**config.mk**
```make
export PLATFORM = sky130hd
export DESIGN_NAME = ins_writeback
export DESIGN_NICKNAME = d
export VERILOG_FILES = /design/src/rtl/ins_writeback.sv
export SDC_FILE = /design/constraint.sdc
export NUM_CORES = 1
export LEC_CHECK = 0
export CORE_ASPECT_RATIO = 1.2
export CORE_MARGIN = 2
export CORE_UTILIZATION = 50
export CTS_BUF_LIST = sky130_fd_sc_hd__clkbuf_4 sky130_fd_sc_hd__clkbuf_8
export DETAILED_ROUTE_END_ITERATION = 12
export PLACE_DENSITY = 0.89
export SLEW_MARGIN = 20
export SYNTH_ARGS = -nofsm -noshare
export SYNTH_HDL_FRONTEND = slang
export SYNTH_SLANG_ARGS = --single-unit
```
**constraint.sdc**
```tcl
create_clock -name sys_clk -period 8.78 [get_ports sys_clk]
set_input_delay 0.878 -clock sys_clk [delete_from_list [all_inputs] [get_ports sys_clk]]
set_output_delay 0.878 -clock sys_clk [all_outputs]
set_load 0.02 [all_outputs]
```
**src/rtl/ins_writeback.sv**
```systemverilog
// Commit stage: retires one instruction at a time into the register file, data memory and PC.
// Optional misaligned-redirect trap enabled by defining INS_WRITEBACK_MISALIGN_TRAP_EN.
module ins_writeback #(
    parameter int unsigned MEM_TIMEOUT = 16,
    parameter logic [31:0] PC_STEP     = 32'd4
) (
    input  logic        sys_clk,
    input  logic        sys_rst,
    input  logic        wb_start,
    input  logic        reg_w_op,
    input  logic [4:0]  reg_w_reg_idx,
    input  logic [31:0] reg_w_reg_val,
    input  logic        mem_w_op,
    input  logic [31:0] mem_w_mem_addr,
    input  logic [31:0] mem_w_mem_val,
    input  logic        reg_pc_w_op,
    input  logic [31:0] reg_pc_w_val,
    input  logic [31:0] cur_pc,
    input  logic        mem_ready,
    output logic        wb_busy,
    output logic        rf_w_en,
    output logic [4:0]  rf_w_idx,
    output logic [31:0] rf_w_val,
    output logic        mem_req,
    output logic [31:0] mem_addr,
    output logic [31:0] mem_wdata,
    output logic        pc_w_en,
    output logic [31:0] pc_w_val,
    output logic        wb_done,
    output logic        wb_err,
    output logic        wb_trap
);

    localparam logic [1:0] S_IDLE   = 2'd0;
    localparam logic [1:0] S_MEM    = 2'd1;
    localparam logic [1:0] S_RETIRE = 2'd2;

    localparam int unsigned       CNT_W    = $clog2(MEM_TIMEOUT + 1);
    localparam logic [CNT_W-1:0]  CNT_LAST = CNT_W'(MEM_TIMEOUT - 1);

    logic [1:0]       r_state;
    logic [CNT_W-1:0] r_cnt;

    // Captured request, used when the retire is reached through the store path
    logic        r_reg_op;
    logic [4:0]  r_reg_idx;
    logic [31:0] r_reg_val;
    logic        r_pc_op;
    logic [31:0] r_pc_tgt;
    logic [31:0] r_cur_pc;

    logic        r_busy;
    logic        r_rf_w_en;
    logic [4:0]  r_rf_w_idx;
    logic [31:0] r_rf_w_val;
    logic        r_mem_req;
    logic [31:0] r_mem_addr;
    logic [31:0] r_mem_wdata;
    logic        r_pc_w_en;
    logic [31:0] r_pc_w_val;
    logic        r_wb_done;
    logic        r_wb_err;
    logic        r_wb_trap;

    logic        w_in_idle;
    logic        w_accept;
    logic        w_timeout;
    logic        w_go_retire;
    logic        w_go_mem;
    logic        w_err_next;
    logic        w_src_reg_op;
    logic [4:0]  w_src_reg_idx;
    logic [31:0] w_src_reg_val;
    logic        w_src_pc_op;
    logic [31:0] w_src_pc_tgt;
    logic [31:0] w_src_cur_pc;
    logic [31:0] w_next_pc;
    logic        w_trap;
    logic        w_rf_en;

    assign w_in_idle = (r_state == S_IDLE);
    assign w_accept  = (r_state == S_MEM) && mem_ready;
    assign w_timeout = (r_state == S_MEM) && !mem_ready && (r_cnt == CNT_LAST);
    assign w_go_mem  = w_in_idle && wb_start && mem_w_op;

    // A retire is entered straight from IDLE (no store) or on leaving MEM
    assign w_go_retire = (w_in_idle && wb_start && !mem_w_op) || w_accept || w_timeout;
    assign w_err_next  = w_timeout;

    // Retire data comes from the live inputs on the IDLE path, else from the capture
    assign w_src_reg_op  = w_in_idle ? reg_w_op      : r_reg_op;
    assign w_src_reg_idx = w_in_idle ? reg_w_reg_idx : r_reg_idx;
    assign w_src_reg_val = w_in_idle ? reg_w_reg_val : r_reg_val;
    assign w_src_pc_op   = w_in_idle ? reg_pc_w_op   : r_pc_op;
    assign w_src_pc_tgt  = w_in_idle ? reg_pc_w_val  : r_pc_tgt;
    assign w_src_cur_pc  = w_in_idle ? cur_pc        : r_cur_pc;

    assign w_next_pc = w_src_pc_op ? w_src_pc_tgt : (w_src_cur_pc + PC_STEP);

`ifdef INS_WRITEBACK_MISALIGN_TRAP_EN
    assign w_trap = w_src_pc_op && (w_src_pc_tgt[1:0] != 2'b00);
`else
    assign w_trap = 1'b0;
`endif

    assign w_rf_en = w_src_reg_op && (w_src_reg_idx != 5'd0) && !w_trap;

    always_ff @(posedge sys_clk or posedge sys_rst) begin
        if (sys_rst) begin
            r_state   <= S_IDLE;
            r_cnt     <= '0;
            r_reg_op  <= 1'b0;
            r_reg_idx <= 5'd0;
            r_reg_val <= 32'd0;
            r_pc_op   <= 1'b0;
            r_pc_tgt  <= 32'd0;
            r_cur_pc  <= 32'd0;
        end else begin
            case (r_state)
                S_IDLE: begin
                    if (wb_start) begin
                        r_reg_op  <= reg_w_op;
                        r_reg_idx <= reg_w_reg_idx;
                        r_reg_val <= reg_w_reg_val;
                        r_pc_op   <= reg_pc_w_op;
                        r_pc_tgt  <= reg_pc_w_val;
                        r_cur_pc  <= cur_pc;
                        r_cnt     <= '0;
                        r_state   <= mem_w_op ? S_MEM : S_RETIRE;
                    end
                end
                S_MEM: begin
                    if (w_accept || w_timeout) begin
                        r_state <= S_RETIRE;
                    end else begin
                        r_cnt <= r_cnt + CNT_W'(1);
                    end
                end
                S_RETIRE: begin
                    r_state <= S_IDLE;
                end
                default: begin
                    r_state <= S_IDLE;
                end
            endcase
        end
    end

    // Store handshake outputs: asserted on entry to MEM, held until accept or timeout
    always_ff @(posedge sys_clk or posedge sys_rst) begin
        if (sys_rst) begin
            r_mem_req   <= 1'b0;
            r_mem_addr  <= 32'd0;
            r_mem_wdata <= 32'd0;
        end else if (w_go_mem) begin
            r_mem_req   <= 1'b1;
            r_mem_addr  <= mem_w_mem_addr;
            r_mem_wdata <= mem_w_mem_val;
        end else if (w_accept || w_timeout) begin
            r_mem_req   <= 1'b0;
            r_mem_addr  <= 32'd0;
            r_mem_wdata <= 32'd0;
        end
    end

    always_ff @(posedge sys_clk or posedge sys_rst) begin
        if (sys_rst) begin
            r_busy <= 1'b0;
        end else if (w_in_idle) begin
            r_busy <= wb_start;
        end else if (r_state == S_RETIRE) begin
            r_busy <= 1'b0;
        end
    end

    // Retire outputs live for exactly the one RETIRE cycle
    always_ff @(posedge sys_clk or posedge sys_rst) begin
        if (sys_rst) begin
            r_wb_done  <= 1'b0;
            r_wb_err   <= 1'b0;
            r_wb_trap  <= 1'b0;
            r_pc_w_en  <= 1'b0;
            r_pc_w_val <= 32'd0;
            r_rf_w_en  <= 1'b0;
            r_rf_w_idx <= 5'd0;
            r_rf_w_val <= 32'd0;
        end else if (w_go_retire) begin
            r_wb_done  <= 1'b1;
            r_wb_err   <= w_err_next;
            r_wb_trap  <= w_trap;
            r_pc_w_en  <= !w_trap;
            r_pc_w_val <= w_next_pc;
            r_rf_w_en  <= w_rf_en;
            r_rf_w_idx <= w_src_reg_idx;
            r_rf_w_val <= w_src_reg_val;
        end else begin
            r_wb_done  <= 1'b0;
            r_wb_err   <= 1'b0;
            r_wb_trap  <= 1'b0;
            r_pc_w_en  <= 1'b0;
            r_pc_w_val <= 32'd0;
            r_rf_w_en  <= 1'b0;
            r_rf_w_idx <= 5'd0;
            r_rf_w_val <= 32'd0;
        end
    end

    assign wb_busy   = r_busy;
    assign rf_w_en   = r_rf_w_en;
    assign rf_w_idx  = r_rf_w_idx;
    assign rf_w_val  = r_rf_w_val;
    assign mem_req   = r_mem_req;
    assign mem_addr  = r_mem_addr;
    assign mem_wdata = r_mem_wdata;
    assign pc_w_en   = r_pc_w_en;
    assign pc_w_val  = r_pc_w_val;
    assign wb_done   = r_wb_done;
    assign wb_err    = r_wb_err;
    assign wb_trap   = r_wb_trap;

endmodule

```
==> results of run 1 <==
[layer usage]
layer  share of wire  vias to the layer above  GRT usage  wire length, um
li1                -                     4885          -                -
met1            0.38                     5038      0.348            12900
met2            0.49                      532      0.457            16700
met3           0.082                      115     0.0625             2780
met4           0.043                        2      0.117             1450
met5         0.00047                        -          0               16
[cells in the mapped netlist, drive strengths merged, types with 2 or more instances]
cell type and count:
a2111oi 4, a211oi 11, a21o 2, a21oi 46, a222oi 3, a22oi 8, a311oi 4, a31oi 8
and2 6, and3 17, buf 27, clkbuf 65, dfrtp 248, ha 3, inv 5, mux2 5
mux2i 26, nand2 596, nand2b 2, nand3 21, nand4 9, nand4bb 11, nor2 16, nor2b 3
nor3 6, nor3b 2, nor4b 4, o211ai 23, o21a 5, o21ai 77, o311a 6, or2 2
or3 2, or3b 5, or4 7, or4bb 2, xnor2 9, xor2 6
[flip-flops by register name, indices dropped and copies added, names as in the netlist]
| register | cells |
|---|---|
| r_pc_op | 1 |
| r_cnt | 5 |
| rf_w_val | 32 |
| mem_wdata | 32 |
| pc_w_val | 32 |
| mem_req | 1 |
| r_reg_idx | 5 |
| rf_w_idx | 5 |
| rf_w_en | 1 |
| r_cur_pc | 32 |
| wb_done | 1 |
| r_reg_val | 32 |
| r_reg_op | 1 |
| wb_busy | 1 |
| r_pc_tgt | 32 |
| mem_addr | 32 |
| wb_err | 1 |
| r_state | 2 |
[cell families (layout without fill, tap and decap cells)]
family / count (synthesis) / after routing / share of synthesized area
compound gates: 202 / 202 / 0.111
xor+xnor: 15 / 15 / 0.0115
fa+ha+maj: 3 / 3 / 0.00328
buf+inv: 97 / 397 / 0.0380
flops: 248 / 248 / 0.542
mux: 31 / 31 / 0.0276
other cells: 1 / 1 / 0.000327
simple gates: 713 / 713 / 0.266
[area by class of cell]
| type | count | area (um^2) | share of cell area |
|---|---|---|---|
| inverter | 5 | 26.3 | 0.00169 |
| multi-input combinational | 965 | 4860 | 0.313 |
| clock buffer | 62 | 810 | 0.0521 |
| tap | 279 | 349 | 0.0225 |
| sequential | 248 | 6210 | 0.400 |
| clock inverter | 6 | 35.0 | 0.00226 |
| timing repair buffer | 324 | 3240 | 0.209 |
[worst register-to-register path: cells and delay by family, from the launching register on]
| family | cells | cell delay (ns) |
|---|---|---|
| buffers and inverters | 2 | 1.21 |
| AND/OR/NAND/NOR | 2 | 0.58 |
| AO/OA/AOI/OAI | 2 | 0.73 |
| flip-flops | 1 | 0.39 |
| multiplexers | 1 | 0.39 |
[worst max path at each step]
stage               start      endpoint  slack (ns)  cells past startpoint
2_1_floorplan     sys_rst   mem_addr[0]        1.09                      1
3_3_place_gp     wb_start  pc_w_val[27]        4.51                      8
3_5_place_dp     wb_start  pc_w_val[27]        4.50                      8
4_1_cts          wb_start  pc_w_val[27]        5.06                      8
5_1_grt        r_state[0]  pc_w_val[28]        5.13                      9
6_report         wb_start  pc_w_val[27]        5.27                      8
[layout by cell type, fill, tap and decap left out, types with 3 or more instances in the layout]
cell type	n
dfrtp_1	248
buf_4	9
clkbuf_4	7
o21ai_1	3
o311a_1	6
nand4bb_2	3
o211ai_1	21
a311oi_1	4
and2_1	4
clkinv_2	4
a31oi_1	8
clkbuf_8	55
a21oi_1	46
nand4_1	6
clkdlybuf4s50_1	310
nand4bb_1	8
o21a_1	4
or3b_1	4
nor2b_1	3
nor4b_1	4
xor2_1	6
a2111oi_1	4
and3_1	16
a222oi_1	3
xnor2_1	9
ha_1	3
o21ai_0	73
a211oi_1	11
nand2_1	595
buf_6	3
nand3_1	21
a22oi_1	6
mux2_2	5
nor2_1	15
inv_1	4
or4_1	7
nor3_1	6
mux2i_1	25
[per-stage QoR]
stage	hold slack (ns)	worst slack (ns)	area, um^2	power [mW]
after global placement	0.454	4.51	14600	2.78
after CTS	0.474	5.06	15500	3.88
final	0.472	5.27	15500	3.87
after floorplan	0.439	1.09	11500	2.28
after global routing	0.489	5.13	15500	4.07
after detailed placement	0.459	4.50	14600	2.83
[power by group]
part	internal [mW]	leakage (nW)	switching, mW
sequential	1.41	3.18	0.163
combinational	0.526	3.53	0.731
clock	0.585	0.444	0.455
==> results.py, run 1 <==
metrics = {
    "status": {
        "status": "finished clean",
    },
    "routing": {
        "drt-total-wl_um": 33800,
        "vias": 10600,
        "drt_iter0_markers": 896,
        "viasPerCell": 5.60,
        "wire_per_inst_um": 17.9,
        "antenna_left": 0,
        "first_pass_iters": 8,
        "drc": 0,
    },
    "cells_and_area": {
        "instances_no_fill": 1889,
        "syn_to_final_growth_pct": 35.5,
        "final_util": 0.692,
        "nNetsFinal": 1761,
        "drive_above_1_share": 0.0689,
        "antennaDiodeCount": 0,
        "nFillCells": 1690,
    },
    "cts": {
        "path_clk_slew_ns": 0.06,
        "cts_root_buf": "clkbuf_8",
        "cts_resized": 0,
        "ctsHoldBuffers": 0,
        "cts_htree_levels": 2,
        "clock_latency_ns": 0.54,
        "cts_setup_buffers": 0,
        "cts_num_sinks": 248,
        "cts_max_path_buffers": 3,
        "cts_buffers": 42,
        "cts_tree": "done",
    },
    "setup_path": {
        "arrival_ns": 3.92,
        "r2r_slack_ns": 5.38,
        "worst-path-buf-inv": 4,
        "path_max_fanout": 105,
        "path_class": "primary input to flop",
        "slowest_stage": "buf_4",
        "path_cells": "clkdlybuf4s50_1, nand2_4, buf_6, o21a_2, buf_4, inv_1, o211a_1, or3_1",
        "cp.required_ns": 9.19,
        "cpPeakStageDelay_ns": 0.58,
        "r2r-start": "r_state[0]",
        "end_kind": "flop",
        "r2r_end": "pc_w_val[29]",
        "worstRegToRegCells": 7,
        "critPathTopFamily": "buffers and inverters",
        "worstSetupStartpointType": "primary input",
    },
    "sta": {
        "period_share": 0.400,
        "rsz0062_at_grt": "no",
        "final.setup_skew_ns": 0.0164,
        "finalCriticalPeriod_ns": 3.51,
        "max_slew_margin": 0.313,
        "max_freq_mhz": 285,
        "tightest_slew_ns": 1.03,
        "fin_tns_setup_ns": 0,
        "setup_viol": 0,
        "hold_violations": 0,
        "maxSlewViolCount": 0,
    },
    "worst_hold_path": {
        "hp-class": "flop to flop",
        "whs_path_depth": 2,
        "whs_endpoint": "r_reg_val[7]",
        "hp-start": "r_reg_val[7]",
    },
    "synthesis": {
        "syn-cell-area_mm2": 0.0115,
        "yosys.area.top_type_share": 0.542,
        "synth.area.top_cells": "dfrtp_1, nand2_1, o21ai_0",
        "syn_nets": 1485,
        "seq_area_frac_synth": 0.542,
        "ys_ff_latch": 248,
        "ys.flop_type": "dfrtp_1",
        "synth_edf_count": 0,
        "syn_inst": 1310,
        "syn_area_per_cell_um2": 8.75,
        "ys_types": 61,
        "async_reset_ff_frac": 1.00,
        "synth_warnings": 0,
        "synth_largest_area_cell": "dfrtp_1",
    },
    "place": {
        "dp.cells": 1819,
        "port_buffers": 310,
        "dp_hpwl_um": 22000,
        "place_congestion": 0.875,
    },
    "global_route": {
        "grt_overflow_total": 0,
        "first_global_vias": 10200,
        "grt_pass1_wl_um": 53000,
        "track_usage": 0.275,
        "grt_max_degree": 131,
        "antenna_found_initial": 1,
    },
    "run": {
        "max_cap_violations": 0,
    },
    "floorplan": {
        "die_w_um": 142,
        "die_area_mm2": 0.0241,
        "initial_core_util": 0.510,
        "core.rowCount": 60,
        "io-pin-count": 312,
        "core_mm2": 0.0224,
        "die_y_um": 170,
    },
    "power_and_ir_drop": {
        "irDropWorstVdd_uv": 143,
        "powerDensity_mw_per_mm2": 249,
        "p_leak_nw": 7.16,
    },
}
No activity file was read; power rests on OpenSTA's default activity.
==> run 2, diff against run 1 <==
- clock period: 8.78 -> 3.45 ns (I/O delays scaled with it)
==> results.py, run 2 (synthesized netlist as in run 1, its figures left out) <==
metrics = {
    "sta": {
        "maxSlewViolCount": 0,
        "max_freq_mhz": 343,
        "final.setup_skew_ns": 0.0214,
        "finalCriticalPeriod_ns": 2.92,
        "fin_ws_ns": 0.533,
        "whs_ns": 0.332,
        "hold_violations": 0,
        "rsz0062_at_grt": "no",
        "period_share": 0.845,
        "max_slew_margin": 0.447,
        "tightest_slew_ns": 0.814,
        "setup_viol": 0,
        "fin_tns_setup_ns": 0,
    },
    "cts": {
        "clock_latency_ns": 0.54,
        "cts_buffers": 42,
        "cts_tree": "done",
        "cts_resized": 0,
        "cts_num_sinks": 248,
        "cts_root_buf": "clkbuf_8",
        "path_clk_slew_ns": 0.06,
        "cts_setup_buffers": 0,
        "cts_htree_levels": 2,
        "cts_max_path_buffers": 3,
        "ctsHoldBuffers": 0,
    },
    "routing": {
        "vias": 10600,
        "viasPerCell": 5.55,
        "drt-total-wl_um": 34700,
        "antenna_left": 0,
        "wire_per_inst_um": 18.2,
        "first_pass_iters": 5,
        "drc": 0,
        "drt_iter0_markers": 638,
    },
    "setup_path": {
        "cp.required_ns": 3.87,
        "arrival_ns": 3.34,
        "worstSetupStartpointType": "flop",
        "path_class": "flop to flop",
        "path_max_fanout": 23,
        "end_kind": "flop",
    },
    "place": {
        "dp_hpwl_um": 23500,
        "port_buffers": 310,
        "place_congestion": 0.875,
        "dp_slack_ns": 0.525,
    },
    "run": {
        "max_cap_violations": 0,
    },
    "status": {
        "status": "finished clean",
    },
    "cells_and_area": {
        "nNetsFinal": 1769,
        "multi_input_area_mm2": 0.00486,
        "seqCellArea_mm2": 0.00621,
        "syn_to_final_growth_pct": 37.8,
        "final_util": 0.703,
        "nFillCells": 1668,
        "drive_above_1_share": 0.0781,
        "layout_commonest_cell": "nand2_1",
        "final_cell_mix": "nand2_1, clkdlybuf4s50_1, dfrtp_1, o21ai_0, clkbuf_8",
    },
    "floorplan": {
        "die_y_um": 170,
        "die_area_mm2": 0.0241,
        "die_w_um": 142,
        "initial_core_util": 0.510,
        "core_mm2": 0.0224,
        "io-pin-count": 312,
        "core.rowCount": 60,
    },
    "worst_hold_path": {
        "hp-class": "primary input to async pin",
    },
    "global_route": {
        "grt_max_degree": 73,
        "track_usage": 0.287,
        "grt_overflow_total": 0,
        "first_global_vias": 10700,
        "antenna_found_initial": 2,
        "grt_pass1_wl_um": 55100,
    },
    "power_and_ir_drop": {
        "p_leak_nw": 7.29,
        "powerDensity_mw_per_mm2": 649,
        "irDropWorstVdd_uv": 455,
    },
}
## run 2: changes by cell type in the layout (fill, tap and decap cells not counted), moves of 2 or more
cell | previous run | this run
clkbuf_8 | 55 | 61
buf_12 | 2 | 7
buf_6 | 3 | 0
buf_4 | 9 | 15
bufinv_16 | 0 | 2
clkbuf_4 | 7 | 11
clkinv_2 | 4 | 2
## run 2: area by class of cell
class	instances	area share
Sequential cell	248	0.393
Multi-Input combinational cell	965	0.308
Timing Repair Buffer	332	0.213
Clock buffer	72	0.0584
Tap cell	279	0.0221
Clock inverter	4	0.00444
Inverter	5	0.00143
Antenna cell	1	0.000159
## run 2: critical path: stages (launching register included)
cell,delay (ns)
dfrtp_1,0.76
or2_4,0.47
nand2_1,0.09
nand2_1,0.08
ha_1,0.21
o21a_1,0.19
buf_4,0.19
nand4_4,0.15
o311a_1,0.32
a2111oi_1,0.34
## run 2: stage by stage
| stage | std cells | instance area (um^2) | power (mW) |
|---|---|---|---|
| 2_1_floorplan | 1310 | 11500 | 5.80 |
| 3_3_place_gp | 1829 | 14800 | 7.15 |
| 3_5_place_dp | 1829 | 14800 | 7.26 |
| 4_1_cts | 1905 | 15800 | 10.3 |
| 5_1_grt | 1905 | 15800 | 10.8 |
| 6_report | 1906 | 15800 | 10.2 |
## run 2: path summary, 6_finish.rpt
kind / start / to / slack [ns] / cells past startpoint
max in group asynchronous: sys_rst / r_reg_val[20] / 2.33 / 3
max: r_state[1] / pc_w_val[26] / 0.53 / 9
max reg2reg: r_state[1] / pc_w_val[26] / 0.53 / 9
min: sys_rst / mem_wdata[20] / 0.33 / 2
min reg2reg: r_reg_val[30] / r_reg_val[30] / 0.47 / 2
min in group sys_clk: cur_pc[1] / r_cur_pc[1] / 0.36 / 3
## run 2: per-layer routing
| metal | vias to the layer above | routed length [um] | global-route usage |
|---|---|---|---|
| met1 | 5088 | 13500 | 0.357 |
| met2 | 446 | 17000 | 0.470 |
| met3 | 128 | 2440 | 0.0661 |
| met4 | 4 | 1770 | 0.147 |
| li1 | 4915 | - | - |
| met5 | - | 27 | 0 |
## run 2: power breakdown
group          leakage, nW  internal, mW  switching, mW  total (mW)
Sequential            3.18          3.58          0.431        4.01
Combinational         3.59          1.37           1.87        3.24
Clock                0.525          1.82           1.17        3.00
